File: src/rtl/eth_header_shift_register.sv
// ============================================================================
//  Module   : eth_header_shift_register
//  Purpose  : Passive AXI-Stream tap that captures the first 18 bytes of each
//             frame (MAC header + optional 802.1Q tag) for header parsers.
//  Option   : HSR_CLEAR_ON_START_EN - zero all header bytes on frame_start.
//  Revision : 1.0
// ============================================================================
`default_nettype none

module eth_header_shift_register #(
  parameter int DATA_WIDTH = 64
) (
  input  logic                  clk,
  input  logic                  rst,
  input  logic                  beat_accept,
  input  logic                  frame_start,
  input  logic [DATA_WIDTH-1:0] axis_tdata,
  output logic [17:0][7:0]      header_bytes,
  output logic                  header_valid
);

  localparam int          BPB       = DATA_WIDTH / 8;
  localparam int          HDR_BYTES = 18;
  localparam logic [4:0]  OFF_FULL  = 5'd18;

  logic [17:0][7:0]    hdr_q,   hdr_d;
  logic [4:0]          off_q,   off_d;
  logic                valid_q, valid_d;
  logic                armed_q, armed_d;
  logic [4:0]          base;
  logic [BPB-1:0][7:0] beat_bytes;

  // Element BPB-1 of this view is the first byte on the wire.
  assign beat_bytes = axis_tdata;

  // Beats are only captured once a frame_start has been seen since reset,
  // so a reset mid-frame ignores the remainder of that frame.
  always_comb begin
    hdr_d   = hdr_q;
    off_d   = off_q;
    valid_d = valid_q;
    armed_d = armed_q;
    base    = off_q;

    if (frame_start) begin
      armed_d = 1'b1;
      base    = '0;
      off_d   = '0;
      valid_d = 1'b0;
`ifdef HSR_CLEAR_ON_START_EN
      hdr_d   = '0;
`endif
    end

    if (beat_accept && armed_d && (base < OFF_FULL)) begin
      for (int j = 0; j < HDR_BYTES; j++) begin
        if ((j >= int'(base)) && (j < int'(base) + BPB)) begin
          hdr_d[j] = beat_bytes[BPB - 1 - (j - int'(base))];
        end
      end
      if (int'(base) + BPB >= HDR_BYTES) begin
        off_d   = OFF_FULL;
        valid_d = 1'b1;
      end else begin
        off_d   = base + 5'(BPB);
      end
    end
  end

  always_ff @(posedge clk) begin
    if (rst) begin
      hdr_q   <= '0;
      off_q   <= '0;
      valid_q <= 1'b0;
      armed_q <= 1'b0;
    end else begin
      hdr_q   <= hdr_d;
      off_q   <= off_d;
      valid_q <= valid_d;
      armed_q <= armed_d;
    end
  end

  assign header_bytes = hdr_q;
  assign header_valid = valid_q;

endmodule

`default_nettype wire

File: config.mk
export PLATFORM = sky130hd
export DESIGN_NAME = eth_header_shift_register
export DESIGN_NICKNAME = d
export VERILOG_FILES = /design/src/rtl/eth_header_shift_register.sv
export SDC_FILE = /design/constraint.sdc
export NUM_CORES = 1
export LEC_CHECK = 0
export ABC_AREA = 1
export CORE_MARGIN = 3
export CORE_UTILIZATION = 45
export CTS_CLUSTER_DIAMETER = 30
export CTS_CLUSTER_SIZE = 40
export DETAILED_ROUTE_END_ITERATION = 8
export DONT_BUFFER_PORTS = 1
export HOLD_SLACK_MARGIN = 0.1
export PLACE_DENSITY = 0.64
export SLEW_MARGIN = 10
export SYNTH_ARGS = -nofsm -noshare
export SYNTH_HDL_FRONTEND = slang
export SYNTH_SLANG_ARGS = --single-unit
File: constraint.sdc
create_clock -name clk -period 5.1 [get_ports clk]
set_input_delay 1.02 -clock clk [delete_from_list [all_inputs] [get_ports clk]]
set_output_delay 1.02 -clock clk [all_outputs]
set_load 0.02 [all_outputs]
Word level (Yosys, flattened, before mapping)
Index checks and enable logic that the tools add are counted.

Muxes and demuxes: 61. Reductions and logical operators: 38. $lt $le $gt $ge: 56. $add $sub $neg: 38.

Operators with widths (count): binary-select mux 8 bit (select 3 bit) (18); two-way mux 8 bit (36); less-than comparator 5 x 32 -> 1 bit, first input constant (8); less-than comparator 4 x 32 -> 1 bit, first input constant (4); less-than comparator 7 x 5 -> 1 bit, second input constant (18); subtractor 4 x 6 -> 7 bit, first input constant (18); less-than comparator 3 x 32 -> 1 bit, first input constant (2); less-than comparator 6 x 32 -> 1 bit, first input constant (2); subtractor 4 x 5 -> 6 bit, first input constant (8); >= comparator 4 x 5 -> 1 bit, first input constant (8); AND reduction 2 bit (18); less-than comparator 1 x 32 -> 1 bit, first input constant (1); less-than comparator 2 x 32 -> 1 bit, first input constant (1); subtractor 3 x 5 -> 6 bit, first input constant (4); >= comparator 3 x 5 -> 1 bit, first input constant (4); logical AND 1 bit (20); two-way mux 5 bit (3); subtractor 1 x 5 -> 6 bit, first input constant (2); subtractor 2 x 5 -> 6 bit, first input constant (2); subtractor 5 x 5 -> 6 bit, first input constant (2); >= comparator 1 x 5 -> 1 bit, first input constant (2); >= comparator 2 x 5 -> 1 bit, first input constant (2); >= comparator 5 bit, first input constant (2); adder 5 x 4 -> 6 bit, second input constant (1); other kinds (4) (7).

Output and inout port bits: 145. Input bits: 68. Register bits: 151. Word-level logic and storage cells: 214.

Longest topological paths before layout
Gate-level depths: netlist (run 1).

Depth after elaboration: 6. Gate-level depth with buffers: 12. Depth with buffers taken out: 10.

Worst setup path after synthesis (run 1)
OpenSTA, ideal clock, no wires.

Kind: input to register. Start point: in frame_start. End point: reg hdr_q (netlist bit header_bytes[81]). Required time: 4.987 ns. Arrival time: 2.136 ns. Stages on the path: 12. Slack: 2.852 ns. Library setup time: 0.113 ns. Buffers on the path: 2. Cell sequence: inv_2 -> buf_6 -> nand3_2 -> nand2_1 -> nand2_2 -> inv_1 -> buf_2 -> nand3_1 -> nand2_1 -> nand2_1 -> nand2_1 -> nor2_1.

Word-level cells in the longest chain between the ends: 6. Elaborated cells on any way between the ends: 15. Those cells by class: add/sub: 3; order compare: 3; mux: 5; reduce/logical: 4.

Ends and longest elaborated chain: start, declared (RTL line 16) `input logic frame_start,`; two-way mux 5 bit; subtractor 4 x 5 -> 6 bit (RTL line 58) `hdr_d[j] = beat_bytes[BPB - 1 - (j - int'(base))];`; subtractor 4 x 6 -> 7 bit (RTL line 58); binary-select mux 8 bit (select 3 bit) (RTL line 58); two-way mux 8 bit (implied by the code) (2 in series) (RTL line 58); end signal, assigned (RTL line 77) `hdr_q <= hdr_d;`; end, declared (RTL line 26) `logic [17:0][7:0] hdr_q, hdr_d;`.

Several ways; a longest one is shown, not always the timed one. The select of a mux whose other input is x is not followed. A chain may end at the register's enable or synchronous reset.

Final worst setup path (run 1)
Start point: in frame_start. End point: reg hdr_q (netlist bit header_bytes[77]).

The elaborated chain is that of the path after synthesis.

==> qor.csv, run 1 <==
stage,metric,value,unit
critical_path,worstSetupPathType,input port to register,
timing,fin_crit_sh,67.8,%
synthesis,synthTopCellsByArea,"dfxtp_1 (36%), nand2_1 (21%), nand3_1 (13%), nor2_1 (10%), inv_1 (4.5%)",
clocking,numClockSinks,151,
layout,final_cell_mix,"nand2_1 (470), nor2_1 (231), nand3_1 (223)",
timing,maxSlewHeadroom,30.8,%
clocking,ctsHoldBuffers,0,
timing,finalSetupTns,0,ns
timing,fmax,289,MHz
synthesis,ys_seq_area_share,35.9,%
detailed_routing,drc,0,
synthesis,yosys.area.top_type,dfxtp_1,
placement,io_buffers,0,
detailed_routing,ant_nets,0,
detailed_routing,drtPass1Iterations,6,
clocking,htreeDepth,4,
power_and_ir_drop,p_int,2.16,mW
synthesis,synth_area,0.00843,mm²
synthesis,yosysWarningCount,0,
synthesis,synth.avg_cell_area,5.98,µm²
power_and_ir_drop,p_leak,4.57,nW
critical_path,crit_fanout,48,
global_route,track_usage,29.2,%
clocking,path_clk_slew,0.07,ns
global_route,grt_max_degree,78,
clocking,cts_tree,built,
critical_path,required,5.43,ns
clocking,clock-root-buffer,clkbuf_16,
die,io_pins,213,
clocking,cts_buffers,17,
die,core,0.0182,mm²
timing,setup_viol,0,
synthesis,synthCells,1409,
timing,layout_setup_ws,1.64,ns
timing,rsz0062_at_grt,no,
placement,dp_cells,1573,
power_and_ir_drop,p_per_area,332,mW/mm²
critical_path,arrival,3.78,ns
power_and_ir_drop,p_comb_share,9.4,%
synthesis,synth_top_area_share,35.9,%
critical_path,endpoint_kind,register,
global_route,grt_pass1_wl,45.8,mm
power_and_ir_drop,p_sw,0.857,mW
global_route,overflow,0,
global_route,antenna_found_initial,0,
synthesis,synth_seq_cells,151,
status,outcome,"complete, no violations",
power_and_ir_drop,max-vdd-ir-drop,0.000227,V
flow_run,maxCapViolations,0,
power_and_ir_drop,swShare,28.4,%
layout,syn_to_final_growth,7.61,%
power_and_ir_drop,seqPwrFrac,44.6,%
detailed_routing,drt_iter0_drc,883,
placement,hpwlAfterDp,22.9,mm
min_path,hold_path.class,register to register,
placement,place_ws,1.27,ns
layout,fin_util,49.8,%
clocking,insertion_delay,0.43,ns
layout,num_antenna_cells,0,
die,initial_core_util,46.3,%
timing,hold_viol_final,0,
clocking,cts.repair.resized,0,
die,die_x,143,µm
clocking,cts_buffer_depth,2,
global_route,grt_pass1_vias,7851,
timing,min_period,3.46,ns
timing,finClkSkew,0.00631,ns
layout,final_common_cell,nand2_1,
placement,gp_congestion,0.987,
detailed_routing,vias_per_cell,5.44,
die,num_rows,49,
layout,drive_above_1_share,5.74,%
detailed_routing,vias,8734,
timing,worst_pin_slew,1.04,ns
layout,final_nets,1431,
detailed_routing,drt_wl_total,30.2,mm
clocking,post_cts_buffers,0,
timing,final_max_slew_viol_count,0,
detailed_routing,wire_per_inst,18.8,µm
synthesis,syn_nets,1477,
critical_path,startpoint_type,input port,
layout,finalNonFillerCells,1605,
synthesis,synthDistinctLibCells,27,
die,fp.dieArea,0.0204,mm²
power_and_ir_drop,clkPwrFrac,46.0,%
die,die_h,143,µm
[Yosys cell counts]
master	instances
o211ai_2	1
nand2_2	6
buf_1	6
nand2_4	3
nand3_2	2
nand4_1	3
buf_6	1
o21ai_0	59
dfxtp_1	151
clkbuf_1	22
nor2_2	9
buf_4	3
clkinv_1	1
o211ai_1	12
nor2_4	3
nand3_1	223
inv_1	100
nor3_2	1
a21oi_1	31
inv_2	10
o21a_1	8
o21ai_1	5
nand2_1	470
o21ai_2	3
a31oi_1	4
nor2_1	231
buf_2	41
[stage by stage]
step           power, mW  instance area [µm²]  hold slack (ns)
6_report            3.01                 9070            0.467
5_1_grt             3.13                 9070            0.531
4_1_cts             3.03                 9070            0.470
3_5_place_dp        1.65                 8430            0.458
3_3_place_gp        1.65                 8430            0.449
2_1_floorplan       1.58                 8430            0.436
[worst max-delay path, cell delays in order]
cell and delay, ns:
inv_2 0.60, nand2_1 0.16, buf_4 0.31, inv_1 0.81, nand3_1 0.31, nand3_1 0.20
o21ai_0 0.16, nor2_1 0.13, nor2_1 0.06
[final cells by class]
type                    count  area (µm²)
fillers                  1955        9140
flip-flops and latches    151        3020
multi-input cells        1074        4650
clock inverters            15         214
inverters                 111         417
repair buffers              8        60.1
clock buffers              17         425
well taps                 229         287
[final timing paths]
check / from / endpoint / slack [ns] / cells past startpoint
worst max-delay path: frame_start / header_bytes[77] / 1.64 / 9
worst min-delay path: armed_q / armed_q / 0.47 / 2
worst max register to register: off_q[0] / header_bytes[89] / 2.40 / 9
worst min register to register: armed_q / armed_q / 0.47 / 2
[cell families (layout without fill, tap and decap cells)]
kind of cell / Yosys count / in the layout / share of synthesized area [%]
buffers and inverters: 184 / 151 / 9.02
AOI/OAI and AO/OA: 123 / 123 / 8.18
and+or+nand+nor: 951 / 951 / 46.9
DFF: 151 / 151 / 35.9
[power by group through the flow]
stage | clock, mW | combinational [mW] | sequential (mW)
final | 1.39 | 0.283 | 1.34
after global routing | 1.46 | 0.324 | 1.35
after CTS | 1.41 | 0.281 | 1.35
after detailed placement | 0 | 0.279 | 1.37
after global placement | 0 | 0.277 | 1.37
after floorplan | 0 | 0.220 | 1.36
[layer usage]
layer | vias up | routed length [µm] | GRT usage, %
met5 | - | 0 | 0
met4 | 0 | 1190 | 11.6
met3 | 57 | 2770 | 9.38
met2 | 354 | 13900 | 46.0
met1 | 3963 | 12400 | 37.1
li1 | 4360 | - | -
[registers in the layout, indices dropped and copies added (netlist names)]
signal	count
header_bytes	144
header_valid	1
armed_q	1
off_q	5
(Power assumes the default switching activity.)
==> run 2: changes to the inputs <==
==> constraint.sdc (replaced) <==
create_clock -name clk -period 3.61 [get_ports clk]
set_input_delay 0.722 -clock clk [delete_from_list [all_inputs] [get_ports clk]]
set_output_delay 0.722 -clock clk [all_outputs]
set_load 0.02 [all_outputs]
==> run 2 against run 1 <==
  * Via count down 0.10%
  * Sequential cell count unchanged
  * Design area decreased by 0.37%
  * Sequential share of layout area increased by 0.12 points
  * Global-route usage shrank 0.29 points
  * First-iteration DRC count rose by 8.5%
  * Wire length is 2.0% lower
  * Power increased by 32%
  * Register-to-register slack got worse by 1.4 ns
  * Worst setup slack got worse by 0.60 ns
  * Clock skew grew 0.0014 ns
  * Die area did not move
==> qor.csv, run 2 (same netlist as run 1, synthesis figures left out) <==
stage,metric,value,unit
min_path,hold_path.class,input port to register,
timing,fmax,389,MHz
detailed_routing,drc,0,
die,die_h,143,µm
power_and_ir_drop,p_leak,4.54,nW
power_and_ir_drop,max-vdd-ir-drop,0.000334,V
flow_run,maxCapViolations,0,
clocking,cts_buffers,17,
timing,rsz0062_at_grt,no,
die,die_x,143,µm
layout,final_common_cell,nand2_1,
clocking,ctsHoldBuffers,0,
timing,min_period,2.57,ns
power_and_ir_drop,p_sw,1.20,mW
timing,finClkSkew,0.00767,ns
die,fp.dieArea,0.0204,mm²
critical_path,crit_fanout,20,
timing,final_max_slew_viol_count,0,
layout,num_antenna_cells,0,
clocking,htreeDepth,4,
clocking,insertion_delay,0.43,ns
critical_path,arrival,2.89,ns
layout,final_cell_mix,"nand2_1 (470), nor2_1 (231), nand3_1 (223)",
detailed_routing,vias,8725,
critical_path,startpoint_type,register,
critical_path,required,3.93,ns
power_and_ir_drop,p_per_area,441,mW/mm²
die,num_rows,49,
detailed_routing,drtPass1Iterations,6,
detailed_routing,drt_wl_total,29.6,mm
layout,largest_reg_flops,144,
clocking,cts_tree,built,
global_route,grt_max_degree,57,
timing,fin_crit_sh,71.2,%
global_route,grt_pass1_wl,45.8,mm
detailed_routing,wire_per_inst,18.4,µm
placement,gp_congestion,0.999,
global_route,overflow,0,
clocking,numClockSinks,151,
power_and_ir_drop,power,3.98,mW
clocking,post_cts_buffers,0,
die,initial_core_util,46.3,%
timing,setup_viol,0,
clocking,path_clk_slew,0.07,ns
layout,drive_above_1_share,6.08,%
status,outcome,"complete, no violations",
placement,io_buffers,0,
critical_path,worstSetupPathType,register to register,
timing,maxSlewHeadroom,50.3,%
placement,hpwlAfterDp,22.9,mm
power_and_ir_drop,p_comb_share,10.0,%
die,core,0.0182,mm²
layout,multiInputGateArea,0.00465,mm²
layout,fillerInstances,1995,
detailed_routing,ant_nets,0,
detailed_routing,vias_per_cell,5.42,
power_and_ir_drop,swShare,30.1,%
clocking,cts_buffer_depth,2,
timing,hold_viol_final,0,
power_and_ir_drop,clkPwrFrac,42.3,%
timing,finalSetupTns,0,ns
layout,seqCellArea,0.00302,mm²
layout,syn_to_final_growth,7.21,%
layout,final_nets,1436,
global_route,grt_pass1_vias,7926,
power_and_ir_drop,seqPwrFrac,47.6,%
clocking,cts.repair.resized,0,
die,io_pins,213,
power_and_ir_drop,p_int,2.78,mW
global_route,track_usage,28.9,%
global_route,antenna_found_initial,0,
detailed_routing,drt_iter0_drc,958,
critical_path,endpoint_kind,register,
timing,worst_pin_slew,0.742,ns
clocking,clock-root-buffer,clkbuf_16,
run 2: critical path, stage by stage (launching register included):
cell and delay (ns):
dfxtp_1 0.75, nand2_2 0.38, nand2_1 0.22, nand2_1 0.07, nand2_1 0.45, nand3_1 0.22
a21oi_1 0.30, nor2_1 0.06
run 2: power by group through the flow:
| stage | logic (mW) | registers (mW) | clock network, mW |
|---|---|---|---|
| 3_3_place_gp | 0.392 | 1.94 | 0 |
| 6_report | 0.399 | 1.90 | 1.69 |
| 2_1_floorplan | 0.310 | 1.92 | 0 |
| 4_1_cts | 0.398 | 1.90 | 1.71 |
| 5_1_grt | 0.458 | 1.91 | 1.78 |
| 3_5_place_dp | 0.396 | 1.94 | 0 |
run 2: through the flow:
step / utilization (%) / std cells / hold WS [ns] / setup slack (ns) / area [µm²]
after floorplan: - / 1409 / 0.436 / 1.66 / 8430
after global routing: 49.6 / 1610 / 0.355 / 0.838 / 9040
after global placement: 46.6 / 1578 / 0.449 / 0.899 / 8480
after detailed placement: 46.6 / 1578 / 0.468 / 0.912 / 8480
after CTS: 49.6 / 1610 / 0.344 / 1.11 / 9040
final: 49.6 / 1610 / 0.369 / 1.04 / 9040
run 2: worst paths after layout:
kind / from / slack, ns / cells past startpoint / end
worst max-delay path: off_q[0] / 1.04 / 7 / header_bytes[4]
worst max register to register: off_q[0] / 1.04 / 7 / header_bytes[4]
worst min-delay path: rst / 0.37 / 1 / header_bytes[125]
worst min register to register: armed_q / 0.48 / 2 / armed_q
run 2: metal layers:
| metal | global-route usage [%] | part of all wire (%) | routed length, µm | up-vias |
|---|---|---|---|---|
| met3 | 8.44 | 9.5 | 2810 | 66 |
| met2 | 46.8 | 46 | 13600 | 380 |
| met1 | 36.4 | 41 | 12000 | 3901 |
| met4 | 11.0 | 3.9 | 1160 | 0 |
| met5 | 0 | 0 | 0 | - |
| li1 | - | - | - | 4378 |
run 2: cell type report:
type / instances / area share, %
timing repair buffer: 13 / 1.22
clock inverter: 14 / 1.29
inverter: 111 / 4.61
sequential: 151 / 33.4
multi-input combinational: 1074 / 51.4
clock buffer: 18 / 4.86
tap: 229 / 3.17
